--- src/rtl/axis_rr_arbiter_if.sv ---
// Stream bundle between NUM_SRC sources, the round-robin arbiter and one shared sink.
// The slave modport is the arbiter's view; master is the surrounding environment.
interface axis_rr_arbiter_if #(
  parameter int NUM_SRC    = 4,
  parameter int DATA_WIDTH = 32
);
  localparam int SRC_W = ($clog2(NUM_SRC) < 1) ? 1 : $clog2(NUM_SRC);

  logic [NUM_SRC*DATA_WIDTH-1:0] s_tData;
  logic [NUM_SRC-1:0]            s_tValid;
  logic [NUM_SRC-1:0]            s_tReady;
  logic [DATA_WIDTH-1:0]         m_tData;
  logic                          m_tValid;
  logic                          m_tReady;
  logic [SRC_W-1:0]              m_tSrc;
  logic                          busy;

  modport slave (
    input  s_tData, s_tValid, m_tReady,
    output s_tReady, m_tData, m_tValid, m_tSrc, busy
  );

  modport master (
    output s_tData, s_tValid, m_tReady,
    input  s_tReady, m_tData, m_tValid, m_tSrc, busy
  );
endinterface

--- src/rtl/axis_rr_arbiter.sv ---
// Round-robin AXI4-Stream arbiter, bursts of up to MAX_BURST beats, one output register.
// Source accept to m_tValid is 1 cycle; sink backpressure stalls the granted source only.
module axis_rr_arbiter #(
  parameter int NUM_SRC    = 4,
  parameter int DATA_WIDTH = 32,
  parameter int MAX_BURST  = 4
) (
  input  logic              clk,
  input  logic              rst,
  axis_rr_arbiter_if.slave  bus
);
  localparam int SRC_W = ($clog2(NUM_SRC) < 1) ? 1 : $clog2(NUM_SRC);

  typedef enum logic {IDLE, GRANT} state_e;

  state_e                state_q;
  logic [SRC_W-1:0]      rr_ptr_q;
  logic [SRC_W-1:0]      grant_q;
  logic [7:0]            beat_cnt_q;
  logic [DATA_WIDTH-1:0] m_data_q;
  logic                  m_vld_q;
  logic [SRC_W-1:0]      m_src_q;

  logic                  out_free;
  logic                  accept;
  logic                  burst_done;
  logic [NUM_SRC-1:0]    s_rdy;
  logic [SRC_W-1:0]      grant_nxt;
  logic [SRC_W-1:0]      pick_idx;
  logic                  pick_vld;
  logic [SRC_W:0]        cand;

  // Ready depends on registered state and the sink only, never on s_tValid.
  assign out_free = !m_vld_q || bus.m_tReady;

  always_comb begin
    s_rdy = '0;
    if (state_q == GRANT && out_free) begin
      s_rdy[grant_q] = 1'b1;
    end
  end

  assign accept     = |(s_rdy & bus.s_tValid);
  assign burst_done = (beat_cnt_q + 8'd1) == 8'(MAX_BURST);
  assign grant_nxt  = (grant_q == SRC_W'(NUM_SRC - 1)) ? '0 : grant_q + 1'b1;

  always_comb begin
    pick_vld = 1'b0;
    pick_idx = rr_ptr_q;
    cand     = '0;
    for (int k = 0; k < NUM_SRC; k++) begin
      cand = {1'b0, rr_ptr_q} + (SRC_W+1)'(k);
      if (cand >= (SRC_W+1)'(NUM_SRC)) begin
        cand = cand - (SRC_W+1)'(NUM_SRC);
      end
      if (!pick_vld && bus.s_tValid[cand[SRC_W-1:0]]) begin
        pick_vld = 1'b1;
        pick_idx = cand[SRC_W-1:0];
      end
    end
  end

  always_ff @(posedge clk or posedge rst) begin
    if (rst) begin
      state_q    <= IDLE;
      rr_ptr_q   <= '0;
      grant_q    <= '0;
      beat_cnt_q <= '0;
      m_data_q   <= '0;
      m_vld_q    <= 1'b0;
      m_src_q    <= '0;
    end else begin
      if (accept) begin
        m_data_q   <= bus.s_tData[grant_q*DATA_WIDTH +: DATA_WIDTH];
        m_src_q    <= grant_q;
        m_vld_q    <= 1'b1;
        beat_cnt_q <= beat_cnt_q + 8'd1;
      end else if (bus.m_tReady) begin
        m_vld_q    <= 1'b0;
      end

      case (state_q)
        IDLE: begin
          if (pick_vld) begin
            grant_q    <= pick_idx;
            beat_cnt_q <= '0;
            state_q    <= GRANT;
          end
        end
        GRANT: begin
          // A stalled sink keeps the grant; only a full burst or a quiet source releases it.
          if ((accept && burst_done) || !bus.s_tValid[grant_q]) begin
            state_q  <= IDLE;
            rr_ptr_q <= grant_nxt;
          end
        end
        default: state_q <= IDLE;
      endcase
    end
  end

  assign bus.s_tReady = s_rdy;
  assign bus.m_tData  = m_data_q;
  assign bus.m_tValid = m_vld_q;
  assign bus.m_tSrc   = m_src_q;
  assign bus.busy     = (state_q == GRANT) || m_vld_q;
endmodule

--- src/flat_wrapper.sv ---
// flat-port wrapper written by rule: the top's interface ports become plain ports
module axis_rr_arbiter_flat 
#(
  parameter int NUM_SRC    = 4,
  parameter int DATA_WIDTH = 32,
  parameter int MAX_BURST  = 4
)
  (clk, rst, bus_s_tData, bus_s_tValid, bus_m_tReady, bus_s_tReady, bus_m_tData, bus_m_tValid, bus_m_tSrc, bus_busy);
  axis_rr_arbiter_if #(.NUM_SRC(NUM_SRC), .DATA_WIDTH(DATA_WIDTH)) bus_i ();
  input  logic clk;
  input  logic rst;
  input wire logic [$bits(bus_i.s_tData)-1:0] bus_s_tData;
  input wire logic [$bits(bus_i.s_tValid)-1:0] bus_s_tValid;
  input wire logic [$bits(bus_i.m_tReady)-1:0] bus_m_tReady;
  output wire logic [$bits(bus_i.s_tReady)-1:0] bus_s_tReady;
  output wire logic [$bits(bus_i.m_tData)-1:0] bus_m_tData;
  output wire logic [$bits(bus_i.m_tValid)-1:0] bus_m_tValid;
  output wire logic [$bits(bus_i.m_tSrc)-1:0] bus_m_tSrc;
  output wire logic [$bits(bus_i.busy)-1:0] bus_busy;
  assign bus_i.s_tData = bus_s_tData;
  assign bus_i.s_tValid = bus_s_tValid;
  assign bus_i.m_tReady = bus_m_tReady;
  assign bus_s_tReady = bus_i.s_tReady;
  assign bus_m_tData = bus_i.m_tData;
  assign bus_m_tValid = bus_i.m_tValid;
  assign bus_m_tSrc = bus_i.m_tSrc;
  assign bus_busy = bus_i.busy;
  axis_rr_arbiter #(.NUM_SRC(NUM_SRC), .DATA_WIDTH(DATA_WIDTH), .MAX_BURST(MAX_BURST)) u_core (.clk(clk), .rst(rst), .bus(bus_i));
endmodule
--- config.mk ---
export PLATFORM = sky130hd
export DESIGN_NAME = axis_rr_arbiter_flat
export DESIGN_NICKNAME = d
export VERILOG_FILES = /design/src/rtl/axis_rr_arbiter_if.sv /design/src/rtl/axis_rr_arbiter.sv /design/src/flat_wrapper.sv
export SDC_FILE = /design/constraint.sdc
export NUM_CORES = 1
export LEC_CHECK = 0
export BUFFER_PORTS_ARGS = -buffer_cell sky130_fd_sc_hd__buf_4
export CORE_ASPECT_RATIO = 1.5
export CORE_MARGIN = 3
export CORE_UTILIZATION = 41
export CTS_BUF_LIST = sky130_fd_sc_hd__clkbuf_8 sky130_fd_sc_hd__clkbuf_16
export DETAILED_ROUTE_END_ITERATION = 12
export GPL_ROUTABILITY_DRIVEN = 0
export PLACE_DENSITY = 0.76
export RECOVER_POWER = 100
export SETUP_SLACK_MARGIN = 0.02
export SLEW_MARGIN = 0
export SYNTH_ARGS = -nofsm -noshare
export SYNTH_HDL_FRONTEND = slang
export SYNTH_SLANG_ARGS = --single-unit
--- constraint.sdc ---
create_clock -name clk -period 3.5 [get_ports clk]
set_clock_uncertainty 0.1 [all_clocks]
set_input_delay 0.7 -clock clk [delete_from_list [all_inputs] [get_ports clk]]
set_output_delay 0.7 -clock clk [all_outputs]
set_load 0.02 [all_outputs]
==> flow_metrics.env, run 1 <==
export IMPL_outcome="complete, but fails checks"
export IMPL_violations="capacitance limit, slew limit"
export IMPL_crit_arrival_ns=2.90
export IMPL_antenna_cells=0
export IMPL_min_period_over_period=0.804
export IMPL_worst_path_dominant_cell_family="flip-flops"
export IMPL_cts_tree="built"
export IMPL_syn_num_nets=354
export IMPL_met3_length_um=483
export IMPL_cts_clk_slew_worst_paths_ns=0.09
export IMPL_wl_met1_mm=2.86
export IMPL_final_setup_worst_slack_ns=0.686
export IMPL_worstHoldPathType="reg2reg"
export IMPL_placed_area_um2=4270
export IMPL_die_area_um2=8160
export IMPL_maxCapViolCount=1
export IMPL_required_ns=3.59
export IMPL_finalSetupViolCount=0
export IMPL_hold_viol=0
export IMPL_drv_slew=49
export IMPL_maxSlewHeadroom=-0.205
export IMPL_preCtsSetupSlack_ns=0.968
export IMPL_cpPeakStageDelay_ns=0.78
export IMPL_grt_max_degree=49
export IMPL_cpMaxStageDelayCell="dfrtp_1"
export IMPL_ctsLongestPathBuffers=2
export IMPL_grt_pass1_vias=2558
export IMPL_place_hpwl_mm=6.93
export IMPL_final_cell_mix="136 x buf_4, 48 x dfrtp_1, 41 x clkbuf_1, 33 x mux4_2, 32 x mux2_2"
export IMPL_layout_drive_gt1_share=0.556
export IMPL_final_area_um2=4200
export IMPL_numCtsBuffers=5
export IMPL_clkSinkCount=48
export IMPL_drt_pass1_iterations=4
export IMPL_r2r_slack_ns=0.69
export IMPL_initial_utilization=0.422
export IMPL_die_h_um=109
export IMPL_whs_path_depth=1
export IMPL_wl_mm=8.37
export IMPL_ir_drop_mv=0.409
export IMPL_routed_via_density=5.42
export IMPL_path_max_fanout=20
export IMPL_fin_nets=523
export IMPL_synthDistinctLibCells=35
export IMPL_antenna_left=0
export IMPL_power_density_nw_per_um2=765
export IMPL_rsz0062_at_grt="false"
export IMPL_top_layer_used="met4"
export IMPL_rr_worst_depth=6
export IMPL_syn2layout_area_growth_pct=44.6
export IMPL_ctsHoldBuffers=0
export IMPL_nFillCells=622
export IMPL_rows=37
export IMPL_path_buf_inv=2
export IMPL_die_x_um=74.8
export IMPL_synth_area_um2=2910
export IMPL_cts_repair_resized=0
export IMPL_grt_pass1_wl_mm=12.8
export IMPL_route_detailed_drc=0
export IMPL_crit_path_end_kind="flip-flop"
export IMPL_cp_depth=6
export IMPL_clkLatencyLatePin_ns=0.31
export IMPL_cts_root_buf="clkbuf_8"
export IMPL_antenna_found_initial=0
export IMPL_placeableCoreArea_um2=6900
export IMPL_ys_warnings_count=0
export IMPL_wl_met2_mm=4.84
export IMPL_grt_overflow_total=0
export IMPL_fmax_ghz=0.355
export IMPL_num_vias=2498
export IMPL_path_class="reg2reg"
export IMPL_yosysSeqAreaShare=0.413
export IMPL_ys_seq_elements=48
export IMPL_cp_cell_sequence="inv_1 -> ha_1 -> a22o_1 -> o211ai_1 -> clkbuf_2 -> mux2_2"
export IMPL_leakagePower_nw=1.91
export IMPL_cts_htree_levels=2
export IMPL_ios=175
export IMPL_syn_area_per_cell_um2=13.6
export IMPL_initialDrtViolationCount=104
export IMPL_worstMarginPinSlew_ns=1.80
export IMPL_start_kind="flip-flop"
export IMPL_layout_commonest_cell="buf_4"
export IMPL_wl_per_cell_um=18.2
export IMPL_track_usage=0.211
export IMPL_tns_ns=0
export IMPL_cts_setup_buffers=0
export IMPL_post_route_min_period_ns=2.81
export IMPL_io_buffers=174
export IMPL_synthCells=214
[final cells by class]
cell class                      instances  area, µm²  share of cell area
Multi-Input combinational cell        141       1600               0.380
Clock buffer                            6       82.6              0.0196
Sequential cell                        48       1200               0.286
Inverter                                8       30.0             0.00714
Timing Repair Buffer                  179       1190               0.282
Tap cell                               78       97.6              0.0232
Clock inverter                          1       8.76             0.00208
[per-layer routing]
| metal | up-vias | global-route usage |
|---|---|---|
| li1 | 1151 | - |
| met1 | 1228 | 0.234 |
| met2 | 105 | 0.385 |
| met3 | 14 | 0.0452 |
| met4 | 0 | 0.0763 |
| met5 | - | 0 |
[worst paths after layout]
path | to | start
max | u_core.bus.m_tData[5] | u_core.grant_q[0]
min | u_core.bus.m_tData[21] | u_core.bus.m_tData[21]
max reg2reg | u_core.bus.m_tData[5] | u_core.grant_q[0]
min reg2reg | u_core.bus.m_tData[21] | u_core.bus.m_tData[21]
max in group asynchronous | u_core.bus.m_tData[13] | rst
min in group asynchronous | u_core.beat_cnt_q[0] | rst
[stage by stage]
step	power, mW	cells	util	hold slack, ns
5_1_grt	3.43	461	0.609	0.430
3_3_place_gp	3.06	454	0.619	0.385
4_1_cts	3.47	461	0.633	0.414
3_5_place_dp	3.13	454	0.619	0.394
2_1_floorplan	2.37	214	-	0.417
6_report	3.21	461	0.609	0.406
[synthesized netlist by cell type]
library cell	count	area, µm²
xor2_1	1	8.76
a22o_1	2	17.5
or3_4	1	11.3
xnor2_1	4	35.0
o21ai_0	7	35.0
mux2i_1	2	20.0
clkbuf_1	5	18.8
or2_2	1	6.26
nand3_1	1	5.00
ha_1	5	62.6
or4_1	1	7.51
or3_1	1	6.26
o21ai_2	1	8.76
nand2_1	8	30.0
a21oi_1	3	15.0
mux2_2	32	360
o211a_1	2	20.0
o211ai_1	2	15.0
or3b_4	1	11.3
buf_2	9	45.0
o221ai_1	1	8.76
nor2_1	13	48.8
nor3_1	3	15.0
dfrtp_1	48	1200
a31o_1	2	17.5
nand4_1	1	6.26
nor4_1	2	12.5
a22oi_1	2	15.0
inv_1	8	30.0
and3_1	4	25.0
mux4_2	33	743
clkbuf_2	2	10.0
nand2b_1	3	18.8
buf_1	1	3.75
o22ai_1	2	12.5
[worst reg2reg max path: stages (launching register included)]
cell      delay (ns)
dfrtp_1         0.78
inv_1           0.20
ha_1            0.27
a22o_1          0.21
o211ai_1        0.23
clkbuf_2        0.51
mux2_2          0.41
[logic make-up (layout without fill, tap and decap cells)]
logic type,after synthesis,after routing,share of synthesized area
fa+ha+maj,5,5,0.0215
buf+inv,25,194,0.0370
compound gates,24,24,0.0568
xor+xnor,5,5,0.0151
flops,48,48,0.413
simple gates,40,40,0.0701
mux,67,67,0.386
[registers in the layout (all words and copies together) (netlist names)]
| register | flops |
|---|---|
| u_core.rr_ptr_q | 2 |
| u_core.beat_cnt_q | 8 |
| u_core.bus.m_tValid | 1 |
| u_core.state_q | 1 |
| u_core.grant_q | 2 |
| u_core.bus.m_tData | 32 |
| u_core.bus.m_tSrc | 2 |
[where the power goes]
| group | leakage (nW) | internal (mW) | switching, mW |
|---|---|---|---|
| sequential | 0.584 | 0.810 | 0.189 |
| combinational | 1.28 | 0.908 | 0.966 |
| clock | 0.0473 | 0.158 | 0.184 |
| total | 1.91 | 1.88 | 1.34 |
(Power assumes the default switching activity.)
==> run 2: changes to the inputs <==
--- a/config.mk
+++ b/config.mk
@@ -5,6 +5,7 @@
 export SDC_FILE = /design/constraint.sdc
 export NUM_CORES = 1
 export LEC_CHECK = 0
+export ABC_AREA = 1
 export BUFFER_PORTS_ARGS = -buffer_cell sky130_fd_sc_hd__buf_4
 export CORE_ASPECT_RATIO = 1.5
 export CORE_MARGIN = 3
@@ -12,7 +13,7 @@
 export CTS_BUF_LIST = sky130_fd_sc_hd__clkbuf_8 sky130_fd_sc_hd__clkbuf_16
 export DETAILED_ROUTE_END_ITERATION = 12
 export GPL_ROUTABILITY_DRIVEN = 0
-export PLACE_DENSITY = 0.76
+export PLACE_DENSITY = 0.77
 export RECOVER_POWER = 100
 export SETUP_SLACK_MARGIN = 0.02
 export SLEW_MARGIN = 0
==> constraint.sdc (replaced) <==
create_clock -name clk -period 2.5 [get_ports clk]
set_clock_uncertainty 0.1 [all_clocks]
set_input_delay 0.5 -clock clk [delete_from_list [all_inputs] [get_ports clk]]
set_output_delay 0.5 -clock clk [all_outputs]
set_load 0.02 [all_outputs]
==> run 2 against run 1 <==
The flow now finishes without violations. Sequential power up 46%. Utilization shrank 0.66 points. Count of clock-buffer cells in the layout fell by 1. Register-to-register slack worse by 0.38 ns. Clock power grew 130%. First-iteration DRC count increased by 110%. Sequential cell count stayed put. Critical path type is now reg2out. Largest cell class unchanged.
==> flow_metrics.env, run 2 <==
export IMPL_grt_pass1_wl_mm=17.2
export IMPL_yosysMostFrequentCell="nand2_1"
export IMPL_layout_commonest_cell="buf_4"
export IMPL_final_area_um2=4710
export IMPL_ys_seq_elements=48
export IMPL_power_density_nw_per_um2=1210
export IMPL_synth_edf_count=0
export IMPL_finalSetupViolCount=0
export IMPL_clkSinkCount=48
export IMPL_synth_top_area_share=0.358
export IMPL_async_flop_share=1.00
export IMPL_wl_per_cell_um=14.2
export IMPL_drv_slew=0
export IMPL_syn2layout_area_growth_pct=40.2
export IMPL_largest_reg_flops=32
export IMPL_antenna_found_initial=0
export IMPL_num_vias=3953
export IMPL_numCtsBuffers=5
export IMPL_cts_setup_buffers=0
export IMPL_drt_pass1_iterations=4
export IMPL_grt_max_degree=66
export IMPL_cts_tree="built"
export IMPL_antenna_left=0
export IMPL_ys_warnings_count=0
export IMPL_die_area_um2=9340
export IMPL_grt_overflow_total=0
export IMPL_antenna_cells=0
export IMPL_tns_ns=0
export IMPL_die_h_um=117
export IMPL_total_power_mw=5.70
export IMPL_cp_cell_sequence="inv_1 -> ha_1 -> inv_1 -> nor2_1 -> clkbuf_1"
export IMPL_layout_drive_gt1_share=0.266
export IMPL_io_buffers=174
export IMPL_post_route_min_period_ns=2.25
export IMPL_maxSlewHeadroom=0.318
export IMPL_track_usage=0.229
export IMPL_fmax_ghz=0.444
export IMPL_rsz0062_at_grt="false"
export IMPL_ctsHoldBuffers=0
export IMPL_crit_path_end_kind="output port"
export IMPL_min_period_over_period=0.901
export IMPL_die_x_um=79.9
export IMPL_synthDistinctLibCells=34
export IMPL_required_ns=1.90
export IMPL_cpPeakStageDelay_ns=0.56
export IMPL_path_max_fanout=23
export IMPL_ctsLongestPathBuffers=2
export IMPL_rows=39
export IMPL_rr_worst_depth=9
export IMPL_syn_num_nets=644
export IMPL_synth_area_leaders="dfrtp_1 36%, nand2_1 15%, nor2_1 12%"
export IMPL_syn_area_per_cell_um2=6.66
export IMPL_maxCapViolCount=0
export IMPL_cts_root_buf="clkbuf_16"
export IMPL_yosysSeqAreaShare=0.358
export IMPL_path_class="reg2out"
export IMPL_leakagePower_nw=2.37
export IMPL_synthTopCellsByCount="132 x nand2_1, 107 x nor2_1, 74 x o21ai_0"
export IMPL_crit_top_cell="inv_1"
export IMPL_cts_htree_levels=2
export IMPL_holdWs_ns=0.358
export IMPL_worstHoldPathType="in2async"
export IMPL_cts_repair_resized=0
export IMPL_route_detailed_drc=0
export IMPL_placed_area_um2=4720
export IMPL_clkLatencyLatePin_ns=0.29
export IMPL_rr_startpoint="u_core.grant_q[0]"
export IMPL_crit_arrival_ns=1.65
export IMPL_place_hpwl_mm=8.47
export IMPL_nFillCells=759
export IMPL_path_buf_inv=3
export IMPL_fin_nets=805
export IMPL_initial_utilization=0.430
export IMPL_start_kind="flip-flop"
export IMPL_worst_path_dominant_cell_family="flip-flops"
export IMPL_placeableCoreArea_um2=7810
export IMPL_wl_mm=10.9
export IMPL_synth_area_um2=3360
export IMPL_routed_via_density=5.15
export IMPL_worstMarginPinSlew_ns=1.02
export IMPL_outcome="finished clean"
export IMPL_cpMaxStageDelayCell="dfrtp_2"
export IMPL_timing_rr_end="u_core.bus.m_tData[26]"
export IMPL_hold_viol=0
export IMPL_grt_pass1_vias=3874
export IMPL_yosys_area_top_type="dfrtp_1"
export IMPL_final_cell_mix="141 x buf_4, 133 x nand2_1, 107 x nor2_1, 75 x o21ai_0, 47 x dfrtp_1"
export IMPL_synth_flop_cell="dfrtp_1"
export IMPL_ios=175
export IMPL_cts_clk_slew_worst_paths_ns=0.07
export IMPL_cp_depth=5
export IMPL_r2r_slack_ns=0.31
export IMPL_ir_drop_mv=0.591
export IMPL_synthCells=504
export IMPL_initialDrtViolationCount=219
==> run 2: logic make-up (layout without fill, tap and decap cells) <==
group,after synthesis,after routing,share of synthesized area
adder cells (fa/ha/maj),5,5,0.0186
XOR/XNOR,2,2,0.00522
AO/OA/AOI/OAI,113,113,0.185
buffers and inverters,56,218,0.0771
flip-flops,48,48,0.358
AND/OR/NAND/NOR,280,280,0.357
==> run 2: power by group <==
part           internal (mW)  total (mW)  leakage [nW]  switching (mW)
combinational           1.15        3.46          1.70            2.31
sequential              1.15        1.46         0.590           0.313
clock                  0.476       0.779        0.0804           0.304
==> run 2: metrics by stage <==
step | instances | utilization | setup WS, ns
final | 768 | 0.603 | 0.247
after global routing | 768 | 0.603 | 0.131
after CTS | 768 | 0.626 | 0.372
after detailed placement | 760 | 0.604 | 0.410
after global placement | 760 | 0.604 | 0.488
after floorplan | 504 | - | 0.390
==> run 2: how the worst max path moves through the flow <==
stage,start,slack [ns],endpoint
global placement,u_core.grant_q[0],0.49,u_core.beat_cnt_q[4]
floorplan,u_core.grant_q[0],0.39,u_core.bus.m_tData[19]
finish,u_core.grant_q[0],0.25,bus_s_tReady[2]
CTS,u_core.grant_q[0],0.37,bus_s_tReady[2]
detailed placement,u_core.grant_q[0],0.41,u_core.beat_cnt_q[7]
global route,u_core.grant_q[0],0.13,u_core.bus.m_tData[26]
==> run 2: area by class of cell <==
class | count | area, µm² | area share
multi-input cells | 400 | 1880 | 0.399
repair buffers | 185 | 1230 | 0.261
flip-flops and latches | 48 | 1200 | 0.255
well taps | 102 | 128 | 0.0271
clock buffers | 5 | 125 | 0.0266
inverters | 25 | 98.8 | 0.0210
clock inverters | 3 | 46.3 | 0.00984
==> run 2: metal layers <==
metal | vias to the layer above | wire length [µm] | share of wire | global-route usage
met1 | 1832 | 4040 | 0.37 | 0.250
li1 | 1962 | - | - | -
met4 | 0 | 361 | 0.033 | 0.0958
met5 | - | 0 | 0 | 0
met2 | 128 | 5970 | 0.55 | 0.435
met3 | 31 | 534 | 0.049 | 0.0345
==> run 2: worst register-to-register path, delay by kind of cell, from the launching register on <==
family / cells / cell delay [ns]
fa+ha+maj: 1 / 0.26
simple gates: 4 / 0.46
buf+inv: 3 / 0.57
compound gates: 1 / 0.07
flops: 1 / 0.61
==> run 3: changes to the inputs <==
--- a/config.mk
+++ b/config.mk
@@ -5,15 +5,14 @@
 export SDC_FILE = /design/constraint.sdc
 export NUM_CORES = 1
 export LEC_CHECK = 0
-export ABC_AREA = 1
 export BUFFER_PORTS_ARGS = -buffer_cell sky130_fd_sc_hd__buf_4
 export CORE_ASPECT_RATIO = 1.5
 export CORE_MARGIN = 3
-export CORE_UTILIZATION = 41
+export CORE_UTILIZATION = 40
 export CTS_BUF_LIST = sky130_fd_sc_hd__clkbuf_8 sky130_fd_sc_hd__clkbuf_16
 export DETAILED_ROUTE_END_ITERATION = 12
 export GPL_ROUTABILITY_DRIVEN = 0
-export PLACE_DENSITY = 0.77
+export PLACE_DENSITY = 0.78
 export RECOVER_POWER = 100
 export SETUP_SLACK_MARGIN = 0.02
 export SLEW_MARGIN = 0
==> run 3 against run 2 <==
Wire length down 24%. Sequential power down 5%. Maximum frequency up 2.3%. Register-to-register slack about the same. Critical path depth up 2. Design area down 9.6%. Final cell count down 39%. Sequential share of layout area up 2.7 points. Worst setup slack better by 0.051 ns. Largest power group unchanged.
==> flow_metrics.env, run 3 (synthesis gave the netlist of run 1 again) <==
export IMPL_die_x_um=75.6
export IMPL_die_h_um=110
export IMPL_ir_drop_mv=0.478
export IMPL_preCtsSetupSlack_ns=0.331
export IMPL_ctsLongestPathBuffers=2
export IMPL_drt_pass1_iterations=4
export IMPL_rsz0062_at_grt="false"
export IMPL_grt_pass1_wl_mm=13.6
export IMPL_cpPeakStageDelay_ns=0.50
export IMPL_power_density_nw_per_um2=1070
export IMPL_ios=175
export IMPL_worstMarginPinSlew_ns=0.903
export IMPL_wl_mm=8.26
export IMPL_rows=37
export IMPL_wl_per_cell_um=17.8
export IMPL_outcome="finished clean"
export IMPL_cts_setup_buffers=0
export IMPL_initial_utilization=0.419
export IMPL_rr_startpoint="u_core.grant_q[0]"
export IMPL_die_area_um2=8350
export IMPL_antenna_left=0
export IMPL_cts_tree="built"
export IMPL_post_route_min_period_ns=2.20
export IMPL_route_detailed_drc=0
export IMPL_largest_reg_flops=32
export IMPL_cp_cell_sequence="inv_1 -> ha_1 -> a22o_1 -> o211ai_1 -> or3b_1 -> o211a_1 -> a31o_1"
export IMPL_placed_area_um2=4320
export IMPL_crit_path_end_kind="flip-flop"
export IMPL_required_ns=2.60
export IMPL_path_buf_inv=1
export IMPL_cts_htree_levels=2
export IMPL_path_max_fanout=5
export IMPL_worstHoldPathType="in2async"
export IMPL_final_area_um2=4260
export IMPL_fin_nets=526
export IMPL_place_hpwl_mm=6.92
export IMPL_multi_input_area_um2=1600
export IMPL_clkSinkCount=48
export IMPL_min_period_over_period=0.881
export IMPL_drv_slew=0
export IMPL_maxCapViolCount=0
export IMPL_regArea_um2=1200
export IMPL_final_setup_worst_slack_ns=0.298
export IMPL_grt_max_degree=30
export IMPL_r2r_slack_ns=0.30
export IMPL_path_class="reg2reg"
export IMPL_tns_ns=0
export IMPL_worst_path_dominant_cell_family="compound AO/OA/AOI/OAI gates"
export IMPL_finalSetupViolCount=0
export IMPL_syn2layout_area_growth_pct=46.4
export IMPL_hold_viol=0
export IMPL_initialDrtViolationCount=125
export IMPL_cts_repair_resized=0
export IMPL_cpMaxStageDelayCell="or3b_1"
export IMPL_antenna_cells=0
export IMPL_io_buffers=174
export IMPL_clkLatencyLatePin_ns=0.30
export IMPL_cts_clk_slew_worst_paths_ns=0.09
export IMPL_placeableCoreArea_um2=6940
export IMPL_grt_overflow_total=0
export IMPL_layout_commonest_cell="buf_4"
export IMPL_fmax_ghz=0.454
export IMPL_nFillCells=617
export IMPL_grt_pass1_vias=2841
export IMPL_start_kind="flip-flop"
export IMPL_timing_rr_end="u_core.rr_ptr_q[0]"
export IMPL_numCtsBuffers=5
export IMPL_track_usage=0.214
export IMPL_antenna_found_initial=0
export IMPL_crit_arrival_ns=2.30
export IMPL_ctsHoldBuffers=0
export IMPL_routed_via_density=5.40
export IMPL_cts_root_buf="clkbuf_8"
export IMPL_layout_drive_gt1_share=0.563
export IMPL_num_vias=2513
export IMPL_leakagePower_nw=1.93
export IMPL_maxSlewHeadroom=0.397
export IMPL_rr_worst_depth=7
export IMPL_final_cell_mix="138 x buf_4, 47 x dfrtp_1, 41 x clkbuf_1, 33 x mux4_2, 32 x mux2_2"
## run 3: cell count changes in the layout (fill, tap and decap cells not counted), sizes merged, moves of 8 or more
| cell | before | now |
|---|---|---|
| nand2 | 140 | 8 |
| nand3 | 16 | 1 |
| nor2 | 115 | 13 |
| mux4 | 0 | 33 |
| a31oi | 8 | 0 |
| inv | 25 | 8 |
| mux2 | 0 | 32 |
| o21ai | 78 | 8 |
| o22ai | 25 | 2 |
## run 3: how the worst max path moves through the flow
stage	cells past startpoint	endpoint	start
after floorplan	9	u_core.bus.m_tData[0]	u_core.grant_q[0]
after global placement	6	u_core.bus.m_tData[14]	u_core.grant_q[0]
after detailed placement	6	u_core.bus.m_tData[9]	u_core.grant_q[0]
after CTS	6	u_core.bus.m_tData[9]	u_core.grant_q[0]
after global routing	7	u_core.rr_ptr_q[1]	u_core.grant_q[1]
final	7	u_core.rr_ptr_q[0]	u_core.grant_q[0]
## run 3: worst reg2reg max path: cells and delay by family (launching register included)
family	cells	cell delay, ns
compound gates	4	0.75
simple gates	1	0.50
flops	1	0.45
fa+ha+maj	1	0.19
buf+inv	1	0.12
## run 3: metrics by stage
stage	hold WS, ns	utilization	total power [mW]	std cells
after floorplan	0.417	-	3.33	214
after global placement	0.391	0.622	4.34	457
after detailed placement	0.396	0.622	4.42	457
after CTS	0.138	0.635	4.90	465
after global routing	0.332	0.613	4.87	465
final	0.299	0.613	4.54	465
## run 3: layout make-up
cell class / count / area share
Clock buffer: 6 / 0.0194
Clock inverter: 2 / 0.00235
Inverter: 8 / 0.00705
Multi-Input combinational cell: 141 / 0.375
Sequential cell: 48 / 0.282
Tap cell: 78 / 0.0229
Timing Repair Buffer: 182 / 0.291
## run 3: where the power goes
group / total [mW] / switching, mW / internal, mW
logic: 2.69 / 1.38 / 1.32
registers: 1.38 / 0.238 / 1.14
clock network: 0.475 / 0.254 / 0.221
total: 4.54 / 1.87 / 2.67
## run 3: metal layers
layer / global-route usage / share of wire
met5: 0 / 0
met4: 0.0758 / 0.023
met3: 0.0474 / 0.059
met2: 0.391 / 0.60
met1: 0.229 / 0.32
